[config.mk]
export PLATFORM = sky130hd
export DESIGN_NAME = bitplane_encoder
export DESIGN_NICKNAME = d
export VERILOG_FILES = /design/src/rtl/snn_soc_pkg.sv /design/src/rtl/input_pixel_buf.sv /design/src/rtl/bitplane_encoder.sv
export SDC_FILE = /design/constraint.sdc
export NUM_CORES = 1
export LEC_CHECK = 0
export ABC_AREA = 1
export BUFFER_PORTS_ARGS = -buffer_cell sky130_fd_sc_hd__buf_2
export CAP_MARGIN = 20
export CELL_PAD_IN_SITES_DETAIL_PLACEMENT = 1
export CELL_PAD_IN_SITES_GLOBAL_PLACEMENT = 1
export CORE_ASPECT_RATIO = 1.4
export CORE_MARGIN = 5
export CORE_UTILIZATION = 33
export CTS_CLUSTER_DIAMETER = 30
export DETAILED_ROUTE_END_ITERATION = 10
export GPL_TIMING_DRIVEN = 0
export PLACE_DENSITY_LB_ADDON = 0.1
export SLEW_MARGIN = 20
export SYNTH_ARGS = -nofsm -noshare
export SYNTH_HDL_FRONTEND = slang
export SYNTH_SLANG_ARGS = --single-unit
[constraint.sdc]
create_clock -name clk -period 1.7 [get_ports clk]
set_clock_uncertainty 0.1 [all_clocks]
set_input_delay 0 -clock clk [delete_from_list [all_inputs] [get_ports clk]]
set_output_delay 0 -clock clk [all_outputs]
set_load 0.005 [all_outputs]
[src/rtl/snn_soc_pkg.sv]
`default_nettype none
// ============================================================================
// Module      : snn_soc_pkg
// Description : Shared constants and types for the SNN SoC datapath.
// Revision    : 1.0 - initial release
// ============================================================================
package snn_soc_pkg;

  // Number of wordlines driven by the DAC (one pixel per wordline)
  localparam int NUM_INPUTS = 16;

  // Bits per pixel, and therefore the maximum number of bit-planes per frame
  localparam int PIXEL_BITS = 8;

  // Default watchdog limit for one bit-plane timestep
  localparam int ENC_TIMEOUT_CYCLES = 1024;

  // Bit-plane encoder control states
  typedef enum logic [0:0] {
    ENC_IDLE = 1'b0,
    ENC_WAIT = 1'b1
  } enc_state_t;

endpackage : snn_soc_pkg
`default_nettype wire

[src/rtl/input_pixel_buf.sv]
`default_nettype none
// ============================================================================
// Module      : input_pixel_buf
// Description : NUM_INPUTS x PIXEL_BITS pixel store with one write port and a
//               combinational bit-plane select output.
// Revision    : 1.0 - initial release
// ============================================================================
module input_pixel_buf #(
  parameter int NUM_INPUTS = 16,
  parameter int PIXEL_BITS = 8,
  parameter int AW         = (NUM_INPUTS > 1) ? $clog2(NUM_INPUTS) : 1,
  parameter int PW         = (PIXEL_BITS > 1) ? $clog2(PIXEL_BITS) : 1
) (
  input  logic                  clk,
  input  logic                  rst_n,
  input  logic                  we_i,
  input  logic [AW-1:0]         addr_i,
  input  logic [PIXEL_BITS-1:0] wdata_i,
  input  logic [PW-1:0]         plane_sel_i,
  output logic [NUM_INPUTS-1:0] bitmap_o
);

  logic [PIXEL_BITS-1:0] mem_q [NUM_INPUTS];

  // Pixel storage; out-of-range addresses are silently discarded
  always_ff @(posedge clk or negedge rst_n) begin
    if (!rst_n) begin
      for (int i = 0; i < NUM_INPUTS; i++) begin
        mem_q[i] <= '0;
      end
    end else if (we_i && (int'(addr_i) < NUM_INPUTS)) begin
      mem_q[addr_i] <= wdata_i;
    end
  end

  // Bit-plane select: bit plane_sel_i of every stored pixel
  for (genvar gi = 0; gi < NUM_INPUTS; gi++) begin : g_bitmap
    assign bitmap_o[gi] = mem_q[gi][plane_sel_i];
  end

endmodule : input_pixel_buf
`default_nettype wire

[src/rtl/bitplane_encoder.sv]
`default_nettype none
// ============================================================================
// Module      : bitplane_encoder
// Description : Holds one pixel vector and issues it MSB-first, one bit-plane
//               per timestep, handshaking with the core sequencer and
//               aborting the frame if a timestep never completes.
// Revision    : 1.0 - initial release
// ============================================================================
module bitplane_encoder
  import snn_soc_pkg::*;
#(
  parameter int NUM_INPUTS     = snn_soc_pkg::NUM_INPUTS,
  parameter int PIXEL_BITS     = snn_soc_pkg::PIXEL_BITS,
  parameter int TIMEOUT_CYCLES = snn_soc_pkg::ENC_TIMEOUT_CYCLES
) (
  input  logic                                                  clk,
  input  logic                                                  rst_n,
  input  logic                                                  in_we,
  input  logic [((NUM_INPUTS > 1) ? $clog2(NUM_INPUTS) : 1)-1:0] in_addr,
  input  logic [PIXEL_BITS-1:0]                                 in_wdata,
  input  logic [3:0]                                            cfg_num_planes,
  input  logic                                                  start_pulse,
  input  logic                                                  step_done_pulse,
  output logic [NUM_INPUTS-1:0]                                 wl_bitmap,
  output logic                                                  wl_valid_pulse,
  output logic [((PIXEL_BITS > 1) ? $clog2(PIXEL_BITS) : 1)-1:0] plane_idx,
  output logic                                                  busy,
  output logic                                                  done_pulse,
  output logic                                                  timeout_pulse,
  output logic                                                  err_pulse
);

  localparam int AW   = (NUM_INPUTS > 1) ? $clog2(NUM_INPUTS) : 1;
  localparam int PW   = (PIXEL_BITS > 1) ? $clog2(PIXEL_BITS) : 1;
  localparam int CW   = $clog2(PIXEL_BITS + 1);
  localparam int WD_W = (TIMEOUT_CYCLES > 1) ? $clog2(TIMEOUT_CYCLES) : 1;

  enc_state_t            state_q, state_d;
  logic                  busy_q, busy_d;
  logic [NUM_INPUTS-1:0] wl_bitmap_q, wl_bitmap_d;
  logic                  wl_valid_q, wl_valid_d;
  logic [PW-1:0]         plane_idx_q, plane_idx_d;
  logic                  done_q, done_d;
  logic                  timeout_q, timeout_d;
  logic                  err_q, err_d;
  logic [CW-1:0]         n_q, n_d;
  logic [CW-1:0]         issued_q, issued_d;
  logic [WD_W-1:0]       wd_q, wd_d;

  logic                  w_buf_we;
  logic [PW-1:0]         w_plane_sel;
  logic [NUM_INPUTS-1:0] w_plane_bits;

  // Writes are legal only in IDLE and never alongside a start request
  assign w_buf_we = in_we && (state_q == ENC_IDLE) && !start_pulse;

  // Plane to be issued next: MSB when starting, otherwise one below current
  assign w_plane_sel = (state_q == ENC_IDLE) ? PW'(PIXEL_BITS - 1)
                                             : (plane_idx_q - 1'b1);

  input_pixel_buf #(
    .NUM_INPUTS (NUM_INPUTS),
    .PIXEL_BITS (PIXEL_BITS),
    .AW         (AW),
    .PW         (PW)
  ) u_buf (
    .clk         (clk),
    .rst_n       (rst_n),
    .we_i        (w_buf_we),
    .addr_i      (in_addr),
    .wdata_i     (in_wdata),
    .plane_sel_i (w_plane_sel),
    .bitmap_o    (w_plane_bits)
  );

  // State register and all registered outputs
  always_ff @(posedge clk or negedge rst_n) begin
    if (!rst_n) begin
      state_q     <= ENC_IDLE;
      busy_q      <= 1'b0;
      wl_bitmap_q <= '0;
      wl_valid_q  <= 1'b0;
      plane_idx_q <= '0;
      done_q      <= 1'b0;
      timeout_q   <= 1'b0;
      err_q       <= 1'b0;
      n_q         <= '0;
      issued_q    <= '0;
      wd_q        <= '0;
    end else begin
      state_q     <= state_d;
      busy_q      <= busy_d;
      wl_bitmap_q <= wl_bitmap_d;
      wl_valid_q  <= wl_valid_d;
      plane_idx_q <= plane_idx_d;
      done_q      <= done_d;
      timeout_q   <= timeout_d;
      err_q       <= err_d;
      n_q         <= n_d;
      issued_q    <= issued_d;
      wd_q        <= wd_d;
    end
  end

  // Next-state: frame sequencing, watchdog and illegal-request detection
  always_comb begin
    state_d     = state_q;
    busy_d      = busy_q;
    wl_bitmap_d = wl_bitmap_q;
    wl_valid_d  = 1'b0;
    plane_idx_d = plane_idx_q;
    done_d      = 1'b0;
    timeout_d   = 1'b0;
    err_d       = 1'b0;
    n_d         = n_q;
    issued_d    = issued_q;
    wd_d        = wd_q;

    // A write racing a start or arriving mid-frame is dropped and flagged,
    // as is any start while a frame is already running
    if (in_we && ((state_q == ENC_WAIT) || start_pulse)) begin
      err_d = 1'b1;
    end
    if (start_pulse && (state_q == ENC_WAIT)) begin
      err_d = 1'b1;
    end

    case (state_q)
      ENC_IDLE: begin
        if (start_pulse) begin
          if ((cfg_num_planes == 4'd0) || (int'(cfg_num_planes) > PIXEL_BITS)) begin
            n_d = CW'(PIXEL_BITS);
          end else begin
            n_d = CW'(cfg_num_planes);
          end
          issued_d    = CW'(1);
          plane_idx_d = w_plane_sel;
          wl_bitmap_d = w_plane_bits;
          wl_valid_d  = 1'b1;
          busy_d      = 1'b1;
          wd_d        = '0;
          state_d     = ENC_WAIT;
        end
      end

      ENC_WAIT: begin
        if (step_done_pulse) begin
          if (issued_q < n_q) begin
            issued_d    = issued_q + 1'b1;
            plane_idx_d = w_plane_sel;
            wl_bitmap_d = w_plane_bits;
            wl_valid_d  = 1'b1;
            wd_d        = '0;
          end else begin
            done_d      = 1'b1;
            busy_d      = 1'b0;
            plane_idx_d = '0;
            state_d     = ENC_IDLE;
          end
        end else if (TIMEOUT_CYCLES != 0) begin
          if (wd_q == WD_W'(TIMEOUT_CYCLES - 1)) begin
            timeout_d   = 1'b1;
            busy_d      = 1'b0;
            plane_idx_d = '0;
            wd_d        = '0;
            state_d     = ENC_IDLE;
          end else begin
            wd_d = wd_q + 1'b1;
          end
        end
      end

      default: begin
        state_d = ENC_IDLE;
        busy_d  = 1'b0;
      end
    endcase
  end

  assign wl_bitmap      = wl_bitmap_q;
  assign wl_valid_pulse = wl_valid_q;
  assign plane_idx      = plane_idx_q;
  assign busy           = busy_q;
  assign done_pulse     = done_q;
  assign timeout_pulse  = timeout_q;
  assign err_pulse      = err_q;

endmodule : bitplane_encoder
`default_nettype wire

==> summary.md <==
| Metric | Value |
|---|---|
| Overall die width | 142 µm |
| Yosys cell types | 29 |
| Vias in the first global route | 7,508 |
| Top cells by count, synth | nand2_1 (355), o21ai_0 (180), dfrtp_1 (171) |
| Final wirelength | 28,900 µm |
| Clk sinks | 171 |
| Total track usage | 20.8% |
| Tightest hold margin | -61.8 ps |
| Max Cap Violations | 0 |
| Clk_lat worst skew | 440 ps |
| Crit path kind | reg2reg |
| Port Buffers | 44 |
| Reg2Reg Setup Slack | -140 ps |
| DR pass1 iterations | 4 |
| Max Clock Freq | 0.544 GHz |
| CTS buffer count | 17 |
| Status | finished, violations left |
| Worst EP required | 1940 ps |
| Post-synth ARST share | 100% |
| Post-synth top flop | dfrtp_1 |
| Mapped Cells | 1,013 |
| Die outline height | 195 µm |
| Dpl hpwl | 18,600 µm |
| Power per cell area | 1750 mW/mm² |
| DRT iter0 DRCs | 383 |
| Grt total ovfl | 0 |
| Synth area leader | dfrtp_1 |
| CTS tree | built |
| Met2 Use GR | 37.2% |
| Worst hold path class | in2async |
| Yosys reg bits | 171 |
| P_leak | 5.37 nW |
| Syn Area/Cell | 7.95 µm² |
| Number of I/O pins | 45 |
| Most common cell in the netlist | nand2_1 |
| Post-synth EDFFs | 0 |
| RSZ-0062 raised after global routing | yes |
| Final setup violation count | 27 |
| Final slew viol count | 0 |
| Fin nets | 1,168 |
| Synth Warn # | 0 |
| Top cells by area in the synthesized netlist | dfrtp_1 (53%), nand2_1 (17%), o21ai_0 (11%), inv_1 (4.2%), nor2_1 (2.7%) |
| Failing checks | hold timing, setup timing |
| Final worst slack | -139 ps |
| Largest net degree at the start of global routing | 68 |
| Core Area | 0.0240 mm² |
| Final-report hold violation count | 43 |
| Clock tree buffer depth | 2 |
| CTS Root Cell | clkbuf_16 |
| Worst Reg-to-Reg Cells | 11 |
| Initial Util | 33.6% |
| Layout Cells excl Fill | 1,464 |
| CTS hold repair buffers | 22 |
| CP startpoint kind | register |
| Tightest Pin Transition | 859 ps |
| Place WS | -821 ps |
| Vias/cell | 4.95 |
| Yosys top cell area share | 53.1% |
| Clock transition at path regs | 70 ps |
| GR peak layer | met2 |
| Floorplan row count | 67 |
| Placed cells | 1,369 |
| DRC | 0 |
| Element type at the critical path end | register |
| DIE AREA | 0.0277 mm² |
| Synth-to-layout area growth | 34.0% |
| Routed vias | 7,242 |
| Max FO, Critical Path | 6 |
| Worst path arrival time | 2080 ps |
| Core Util, Final | 45.0% |
| Remaining antenna violation count | 0 |
| Fillers | 2,842 |
| Post-layout min period | 1840 ps |
| Share of cells above drive strength 1 | 23.7% |
| Grt met3 use | 3.15% |
| Post-Syn Area | 0.00806 mm² |
| Syn_nets | 1,040 |
| Initial antenna violation count | 0 |
| Seq/Total Area, Yosys | 53.1% |
| Worst vdd ir | 756 µV |
| First-pass GRT wire length | 43,700 µm |
| WL/cell | 19.7 µm |
| Final worst-path cycle share | 108% |
| H-tree levels | 4 |
| Gpl congestion | 0.782 |
| Max_slew headroom | 42.7% |
| Met1 GRT Util | 25.4% |
| Ant diodes | 0 |
cell families after synthesis:
family	Yosys count	share of synthesized area, %
fa+ha+maj	6	0.932
flops	171	53.1
xor+xnor	4	0.435
simple gates	450	22.5
buf+inv	145	7.64
compound gates	237	15.4
registers in the layout, indices dropped and copies added (netlist names):
register / flops
u_buf.mem_q: 128
wl_bitmap: 16
wd_q: 10
issued_q: 4
n_q: 4
plane_idx: 3
busy: 1
done_pulse: 1
err_pulse: 1
state_q: 1
timeout_pulse: 1
wl_valid_pulse: 1
critical path, cell delays in order, from the launching register on:
cell and delay (ps):
dfrtp_1 420, inv_2 70, ha_4 290, nand2_8 100, buf_12 170, clkbuf_16 160, o211ai_1 80, nand2_1 70
nand2_1 70, nand2_2 70, nand2_2 70, nand2_1 50
layer usage:
metal	wire, µm	up-vias
met5	0	-
li1	-	3505
met2	15200	104
met3	790	32
met4	624	0
met1	12200	3601
through the flow:
step	total power, mW	TNS, ps	cell area (µm²)
finish	18.9	-1440	10800
global route	20.0	-3940	10800
CTS	17.6	-753	10200
detailed placement	11.9	-33050	8730
global placement	11.8	-454210	8670
floorplan	9.38	0	8060
path summary, 6_finish.rpt:
path                                               start                           end
worst max-delay path            plane_idx[0]$_DFFE_PN0P_     wl_bitmap[14]$_DFFE_PN0P_
worst min-delay path                               rst_n  u_buf.mem_q[109]$_DFFE_PN0P_
worst max register to register  plane_idx[0]$_DFFE_PN0P_     wl_bitmap[14]$_DFFE_PN0P_
worst min register to register  wl_bitmap[2]$_DFFE_PN0P_      wl_bitmap[2]$_DFFE_PN0P_
max in group asynchronous                          rst_n   u_buf.mem_q[53]$_DFFE_PN0P_
min in group clk                              in_addr[2]  u_buf.mem_q[116]$_DFFE_PN0P_
area by class of cell:
cell class,instances,area (µm²),area share [%]
flip-flops and latches,171,4280,39.7
multi-input cells,699,3610,33.4
repair buffers,119,1060,9.80
plain buffers,40,493,4.57
clock buffers,19,433,4.01
inverters,93,388,3.59
well taps,310,388,3.59
clock inverters,13,145,1.34
power by group:
group | switching (mW) | total (mW) | internal [mW]
clock network | 1.75 | 3.93 | 2.17
registers | 0.633 | 5.80 | 5.17
logic | 5.34 | 9.14 | 3.79
total | 7.73 | 18.9 | 11.1
cell usage in the layout (no fill, tap or decap), types with 17 or more instances in the layout:
cell type and count:
a21oi_1 28, dlygate4sd3_1 22, buf_6 17, buf_2 43, o21ai_1 49, nand2_1 302
dfrtp_1 169, nor2_1 46, buf_4 35, o21ai_0 124, nand2_2 41, clkbuf_16 25
inv_1 82
timing repair:
action                                 CTS  global route
gates resized for setup                140           155
gates cloned                             4             7
endpoints found under the hold margin  194            19
setup endpoints to repair              162           105
setup buffers                           25            18
pin swaps                                9            52
Power figures use the tool's default switching activity.
